[config.mk]
export PLATFORM = sky130hd
export DESIGN_NAME = miss_fill_ctrl_flat
export DESIGN_NICKNAME = d
export VERILOG_FILES = /design/src/rtl/miss_fill_ctrl_if.sv /design/src/rtl/miss_fill_ctrl.sv /design/src/flat_wrapper.sv
export SDC_FILE = /design/constraint.sdc
export NUM_CORES = 1
export LEC_CHECK = 0
export CORE_UTILIZATION = 33
export DETAILED_ROUTE_END_ITERATION = 16
export GPL_ROUTABILITY_DRIVEN = 0
export MAX_ROUTING_LAYER = met4
export PLACE_DENSITY = 0.82
export SLEW_MARGIN = 15
export SYNTH_ARGS = -nofsm -noshare
export SYNTH_HDL_FRONTEND = slang
export SYNTH_SLANG_ARGS = --single-unit
[constraint.sdc]
create_clock -name clk -period 1.66 [get_ports clk]
set_input_delay 0.166 -clock clk [delete_from_list [all_inputs] [get_ports clk]]
set_output_delay 0.166 -clock clk [all_outputs]
set_load 0.01 [all_outputs]
[src/rtl/miss_fill_ctrl_if.sv]
// miss_fill_ctrl_if: cache miss requests, memory read port and cache fill port of miss_fill_ctrl.
interface miss_fill_ctrl_if #(parameter int ADDR_W = 16, parameter int DATA_W = 16);
  logic              icache_miss;
  logic [ADDR_W-1:0] icache_miss_addr;
  logic              dcache_miss;
  logic [ADDR_W-1:0] dcache_miss_addr;
  logic              mem_en;
  logic [ADDR_W-1:0] mem_addr;
  logic              mem_data_valid;
  logic [DATA_W-1:0] mem_data;
  logic              icache_fill_we;
  logic              dcache_fill_we;
  logic [2:0]        fill_idx;
  logic [DATA_W-1:0] fill_data;
  logic [ADDR_W-1:0] fill_base;
  logic              icache_fill_done;
  logic              dcache_fill_done;
  logic              busy;
  modport master (
    input  icache_miss, icache_miss_addr, dcache_miss, dcache_miss_addr, mem_data_valid, mem_data,
    output mem_en, mem_addr, icache_fill_we, dcache_fill_we, fill_idx, fill_data, fill_base,
           icache_fill_done, dcache_fill_done, busy
  );
  modport slave (
    output icache_miss, icache_miss_addr, dcache_miss, dcache_miss_addr, mem_data_valid, mem_data,
    input  mem_en, mem_addr, icache_fill_we, dcache_fill_we, fill_idx, fill_data, fill_base,
           icache_fill_done, dcache_fill_done, busy
  );
endinterface

[src/rtl/miss_fill_ctrl.sv]
// miss_fill_ctrl: I/D-cache block-fill sequencer (8 word reads per 16-byte block, D-cache priority).
// Define MISS_FILL_CWF_EN to issue the missing word first and wrap; otherwise words go out 0..7.
module miss_fill_ctrl #(
  parameter int ADDR_W = 16,
  parameter int DATA_W = 16
) (
  input logic             clk,
  input logic             rst,
  miss_fill_ctrl_if.master bus
);
  typedef enum logic [1:0] {IDLE, ISSUE, WAIT, DONE} state_t;
  state_t            state, nextState;
  logic              sel;
  logic [ADDR_W-1:0] fillBase;
  logic [ADDR_W-1:0] missAddr;
  logic [2:0]        start, startNext, txCnt, rxCnt, issueIdx, fillIdx;
  logic              grant, accept;
  always_comb begin
    grant     = state == IDLE && (bus.dcache_miss || bus.icache_miss);
    missAddr  = bus.dcache_miss ? bus.dcache_miss_addr : bus.icache_miss_addr;
`ifdef MISS_FILL_CWF_EN
    startNext = missAddr[3:1];
`else
    startNext = 3'd0;
`endif
    accept    = (state == ISSUE || state == WAIT) && bus.mem_data_valid;
    issueIdx  = start + txCnt;
    fillIdx   = start + rxCnt;
    nextState = state;
    case (state)
      IDLE:  nextState = grant ? ISSUE : IDLE;
      ISSUE: nextState = accept && rxCnt == 3'd7 ? DONE : (txCnt == 3'd7 ? WAIT : ISSUE);
      WAIT:  nextState = accept && rxCnt == 3'd7 ? DONE : WAIT;
      DONE:  nextState = IDLE;
    endcase
  end
  always_ff @(posedge clk or posedge rst) begin
    if (rst) begin
      state    <= IDLE;
      sel      <= 1'b0;
      fillBase <= '0;
      start    <= 3'd0;
      txCnt    <= 3'd0;
      rxCnt    <= 3'd0;
    end else begin
      state <= nextState;
      if (grant) begin
        sel      <= bus.dcache_miss;
        fillBase <= missAddr & ~ADDR_W'(15);
        start    <= startNext;
        txCnt    <= 3'd0;
        rxCnt    <= 3'd0;
      end
      if (state == ISSUE) txCnt <= txCnt + 3'd1;
      if (accept) rxCnt <= rxCnt + 3'd1;
    end
  end
  // Fill outputs are gated so they read zero outside an accepted return.
  assign bus.mem_en           = state == ISSUE;
  assign bus.mem_addr         = bus.mem_en ? {fillBase[ADDR_W-1:4], issueIdx, 1'b0} : '0;
  assign bus.dcache_fill_we   = accept && sel;
  assign bus.icache_fill_we   = accept && !sel;
  assign bus.fill_idx         = accept ? fillIdx : 3'd0;
  assign bus.fill_data        = accept ? bus.mem_data : DATA_W'(0);
  assign bus.fill_base        = fillBase;
  assign bus.dcache_fill_done = state == DONE && sel;
  assign bus.icache_fill_done = state == DONE && !sel;
  assign bus.busy             = state != IDLE;
endmodule
[src/flat_wrapper.sv]
// flat-port wrapper written by rule: the top's interface ports become plain ports
module miss_fill_ctrl_flat 
#(
  parameter int ADDR_W = 16,
  parameter int DATA_W = 16
)
  (clk, rst, bus_icache_miss, bus_icache_miss_addr, bus_dcache_miss, bus_dcache_miss_addr, bus_mem_data_valid, bus_mem_data, bus_mem_en, bus_mem_addr, bus_icache_fill_we, bus_dcache_fill_we, bus_fill_idx, bus_fill_data, bus_fill_base, bus_icache_fill_done, bus_dcache_fill_done, bus_busy);
  miss_fill_ctrl_if #(.ADDR_W(ADDR_W), .DATA_W(DATA_W)) bus_i ();
  input logic clk;
  input logic rst;
  input wire logic [$bits(bus_i.icache_miss)-1:0] bus_icache_miss;
  input wire logic [$bits(bus_i.icache_miss_addr)-1:0] bus_icache_miss_addr;
  input wire logic [$bits(bus_i.dcache_miss)-1:0] bus_dcache_miss;
  input wire logic [$bits(bus_i.dcache_miss_addr)-1:0] bus_dcache_miss_addr;
  input wire logic [$bits(bus_i.mem_data_valid)-1:0] bus_mem_data_valid;
  input wire logic [$bits(bus_i.mem_data)-1:0] bus_mem_data;
  output wire logic [$bits(bus_i.mem_en)-1:0] bus_mem_en;
  output wire logic [$bits(bus_i.mem_addr)-1:0] bus_mem_addr;
  output wire logic [$bits(bus_i.icache_fill_we)-1:0] bus_icache_fill_we;
  output wire logic [$bits(bus_i.dcache_fill_we)-1:0] bus_dcache_fill_we;
  output wire logic [$bits(bus_i.fill_idx)-1:0] bus_fill_idx;
  output wire logic [$bits(bus_i.fill_data)-1:0] bus_fill_data;
  output wire logic [$bits(bus_i.fill_base)-1:0] bus_fill_base;
  output wire logic [$bits(bus_i.icache_fill_done)-1:0] bus_icache_fill_done;
  output wire logic [$bits(bus_i.dcache_fill_done)-1:0] bus_dcache_fill_done;
  output wire logic [$bits(bus_i.busy)-1:0] bus_busy;
  assign bus_i.icache_miss = bus_icache_miss;
  assign bus_i.icache_miss_addr = bus_icache_miss_addr;
  assign bus_i.dcache_miss = bus_dcache_miss;
  assign bus_i.dcache_miss_addr = bus_dcache_miss_addr;
  assign bus_i.mem_data_valid = bus_mem_data_valid;
  assign bus_i.mem_data = bus_mem_data;
  assign bus_mem_en = bus_i.mem_en;
  assign bus_mem_addr = bus_i.mem_addr;
  assign bus_icache_fill_we = bus_i.icache_fill_we;
  assign bus_dcache_fill_we = bus_i.dcache_fill_we;
  assign bus_fill_idx = bus_i.fill_idx;
  assign bus_fill_data = bus_i.fill_data;
  assign bus_fill_base = bus_i.fill_base;
  assign bus_icache_fill_done = bus_i.icache_fill_done;
  assign bus_dcache_fill_done = bus_i.dcache_fill_done;
  assign bus_busy = bus_i.busy;
  miss_fill_ctrl #(.ADDR_W(ADDR_W), .DATA_W(DATA_W)) u_core (.clk(clk), .rst(rst), .bus(bus_i));
endmodule
Word level (Yosys, flattened, before mapping)
Cells that the tools add are included.
Widths: inputs -> output; s select.

word-level totals
  output and inout bits = 57
  bits in registers = 21

operators by class
  reductions and logical operators = 14
  muxes and demuxes = 12
  add/subtract/negate cells = 2
  eq/ne operators = 5

operators with widths
  operator             number
  $mux 16              3
  $mux 3               4
  $pmux 2 s4           1
  $logic_and 1x1->1    7
  $add 3x1->3 const B  2
  $eq 3x3->1 const B   2
  $reduce_bool 2->1    3
  $eq 2x2->1 const B   2
  $mux 2               2
  $eq 2x1->1 const B   1
  $logic_not 2->1      1
  $logic_or 1x1->1     2
  $mux 1               2
  $logic_not 1->1      1

Depth between registers and ports, before layout
  word-level depth = 6
  gate-level depth with buffers = 6

Least setup slack after synthesis
No wires, ideal clock.

  kind = reg-to-reg
  start = register u_core.state[0]
  end = register u_core.state[0]
  clock period less this slack = 1.344 ns
  required time = 1.526 ns
  slack = 0.316 ns
  cell stages (with the launch flop) = 6
  arrival = 1.210 ns
  library setup time = 0.134 ns
  cells stage by stage = dfrtp_1 -> inv_1 -> ha_1 -> and2_2 -> a21boi_0 -> o311ai_1

between the ends
  cells in the longest elaborated chain, start to end = 6

ends and longest elaborated chain
  what                                             line                                        source
  start: declaration                               miss_fill_ctrl.sv:12                        state_t state, nextState;
  start signal: assignment                         miss_fill_ctrl.sv:46                        state <= nextState;
  $eq 2x1->1 / $eq 2x2->1 (equally long branches)  miss_fill_ctrl.sv:26, miss_fill_ctrl.sv:30
  $logic_or 1x1->1                                 miss_fill_ctrl.sv:26                        accept = (state == ISSUE || state == WAIT) && bus.mem_data_valid;
  $logic_and 1x1->1                                miss_fill_ctrl.sv:26
  $logic_and 1x1->1                                miss_fill_ctrl.sv:32, miss_fill_ctrl.sv:33
  $mux 1 / $mux 2 (equally long branches)          miss_fill_ctrl.sv:33, miss_fill_ctrl.sv:32
  $pmux 2 s4 (*)                                   miss_fill_ctrl.sv:30                        case (state)
  via u_core.nextState[0]                          miss_fill_ctrl.sv:12

Mark *: on every way through the listed nets, which the timed path passes. The rest lies on a longest branch.
A chain may end at the register's enable or synchronous reset.

==> flow_summary.toml <==
[floorplanning]
start_util = 0.345
std_cell_rows = 23
die_h_um = 66.6
pin_count = 110
die_w_um = 66.6
core_area_mm2 = 0.00400
die-area_mm2 = 0.00444

[sta]
fmax_mhz = 619
fin_crit_ps = 1620
fin_skew_ps = 7.63
final-setup-viol-count = 0
hold_viol = 0
grt_setup_unrepaired = "no"
fin_crit_sh = 0.973
whs_ps = 177
slew_violations = 0

[setup_path]
worstSetupStartpointType = "register"
reg2reg_setup_slack_ps = 210
worstPathArrival_ps = 1450
crit_path_max_fanout = 4
crit_path_end_kind = "output port"
reg2regPathDepth = 6
cp_data_required_time_ps = 1490
crit_type = "register to output port"
r2r_end = "u_core.state[0]$_DFF_PP0_"

[routing]
dr.first_iter.drc_count = 38
vias_per_cell = 4.61
met2_length_um = 1940
wl_met3_um = 204
drtPass1Iterations = 4
wirelength_um = 3850
avgRoutedWirePerCell_um = 12.4
postRouteAntennaNets = 0
drc = 0
m1WireLength_um = 1630
vias = 1434
routed.top_layer = "met4"

[outcome]
status = "complete, no violations"

[synth]
synth-seq-area-share = 0.381
avgSynthCellArea_um2 = 9.07
syn-cell-area_mm2 = 0.00138
ys_ff_latch = 21
synthCells = 152
yosysTopAreaCellShare = 0.381
yosys.area_share.simple = 0.260
synth_compound_area_frac = 0.0989
yosysMostFrequentCell = "nand2_1"
yosys.area.top_type = "dfrtp_1"
synth_area_leaders = "dfrtp_1 38%, and3_1 9.1%, mux2i_1 8.7%"
synthXorXnorAreaFrac = 0
synth.area.mux_share = 0.0871
ys_types = 26
synthAdderAreaFrac = 0.0726
synth_top_family_by_area = "simple AND/OR/NAND/NOR gates"
synth_flop_cell = "dfrtp_1"
synth_edf_count = 0
ys_warn_count = 0
yosys-top-cells-count = "22 x nand2_1, 21 x dfrtp_1, 20 x and3_1"
async_reset_ff_frac = 1.00

[clocking]
clock_sinks = 21
cts_buffer_depth = 2
clkTransAtPathRegs_ps = 80
htreeDepth = 1
clkLatencyLatePin_ps = 260
cts_tree = "yes"
cts-root-buf = "clkbuf_8"
hold_buffers = 0
cts_inserted_buffers = 3

[grt]
grt_max_degree = 19
gr-usage-all-layers = 0.178
grt_pass1_wl_um = 5820
grt_pass1_vias = 1309
antenna_found_initial = 0
grt_overflow = 0

[worst_hold_path]
hold_path_class = "input port to async pin"

[power_and_ir_drop]
power.leakage_nw = 1.26
peakVddDrop_mv = 0.719
power_density_mw_per_mm2 = 1440

[cells_and_area]
fillCellCount = 359
layout.nets = 323
stdcell_count = 311
multi_input_area_um2 = 758
diodes = 0
fin_util = 0.595
syn_to_final_growth_pct = 72.7
layout-drive-gt1-share = 0.257
seqCellArea_um2 = 526

[run]
cap_violations = 0

[placement]
dpl.hpwl_um = 2990
port-buffer-count = 96
placed_cells = 303
==> timing repair <==
item / in CTS / in global routing
buffers inserted: 3 / 0
pin swaps: 0 / 0
gates cloned: 1 / 0
gates resized for setup: 100 / 29
setup endpoints to repair: 40 / 27
==> layer usage <==
| metal | up-vias | track usage |
|---|---|---|
| met5 | - | - |
| met4 | 0 | 0.0718 |
| met3 | 8 | 0.0308 |
| met2 | 48 | 0.307 |
| met1 | 657 | 0.204 |
| li1 | 721 | - |
==> cell type report <==
class	count	area share
Clock buffer	3	0.0173
Multi-Input combinational cell	114	0.318
Tap cell	50	0.0263
Inverter	5	0.00788
Clock inverter	1	0.00210
Timing Repair Buffer	117	0.407
Sequential cell	21	0.221
==> sequential cells by signal, summed over array words and instances (netlist names), named ones only <==
register and count:
u_core.bus.fill_base 12, u_core.rxCnt 3, u_core.txCnt 3, u_core.state 1
u_core.sel 1
==> critical path, stage by stage, from the launching register on <==
cell and delay (ps):
dfrtp_1 370, inv_2 60, ha_4 280, buf_4 110, and3_1 130, clkdlybuf4s15_1 240
==> where the power goes <==
part	switching (W)	total (W)	internal, W
clock network	0.000168	0.000335	0.000167
registers	0.000179	0.000924	0.000745
logic	0.00102	0.00218	0.00116
==> kinds of logic (layout without fill, tap and decap cells) <==
kind of cell    Yosys count  in the layout
mux                      12             12
compound gates           22             22
other cells               1              5
buf+inv                  21            126
simple gates             67             67
flops                    21             21
fa+ha+maj                 8              8
==> worst max-delay path by stage <==
stage / endpoint / slack [ps]
floorplan: u_core.state[0]$_DFF_PP0_ / 320
global placement: bus_fill_data[7] / -70
detailed placement: bus_fill_data[6] / -90
CTS: bus_mem_addr[4] / 0.6
global route: bus_dcache_fill_done / 5
finish: bus_fill_idx[1] / 40
==> through the flow <==
step | TNS, ps | power (W) | worst slack (ps) | instance area [um^2]
2_1_floorplan | 0 | 0.00197 | 316 | 1390
3_3_place_gp | -1090 | 0.00316 | -70.8 | 2440
3_5_place_dp | -1760 | 0.00323 | -89.6 | 2440
4_1_cts | 0 | 0.00354 | 0.599 | 2510
5_1_grt | 0 | 0.00372 | 5.36 | 2380
6_report | 0 | 0.00344 | 44.6 | 2380
==> cell usage in the layout, fill, tap and decap left out, types with 2 or more instances in the layout <==
cell type / synthesis / layout
buf_2: 0 / 11
dfrtp_1: 21 / 21
inv_1: 5 / 3
buf_4: 5 / 17
and2_1: 16 / 16
conb_1: 1 / 5
and3_1: 20 / 20
nand3_1: 4 / 4
buf_6: 5 / 3
clkdlybuf4s50_1: 0 / 56
clkbuf_2: 0 / 23
ha_4: 0 / 2
mux2i_1: 12 / 12
inv_2: 0 / 2
clkbuf_8: 0 / 3
dlygate4sd2_1: 0 / 4
nand2_1: 22 / 22
ha_1: 8 / 6
o21ai_0: 14 / 14
No activity file was read; power rests on OpenSTA's default activity.
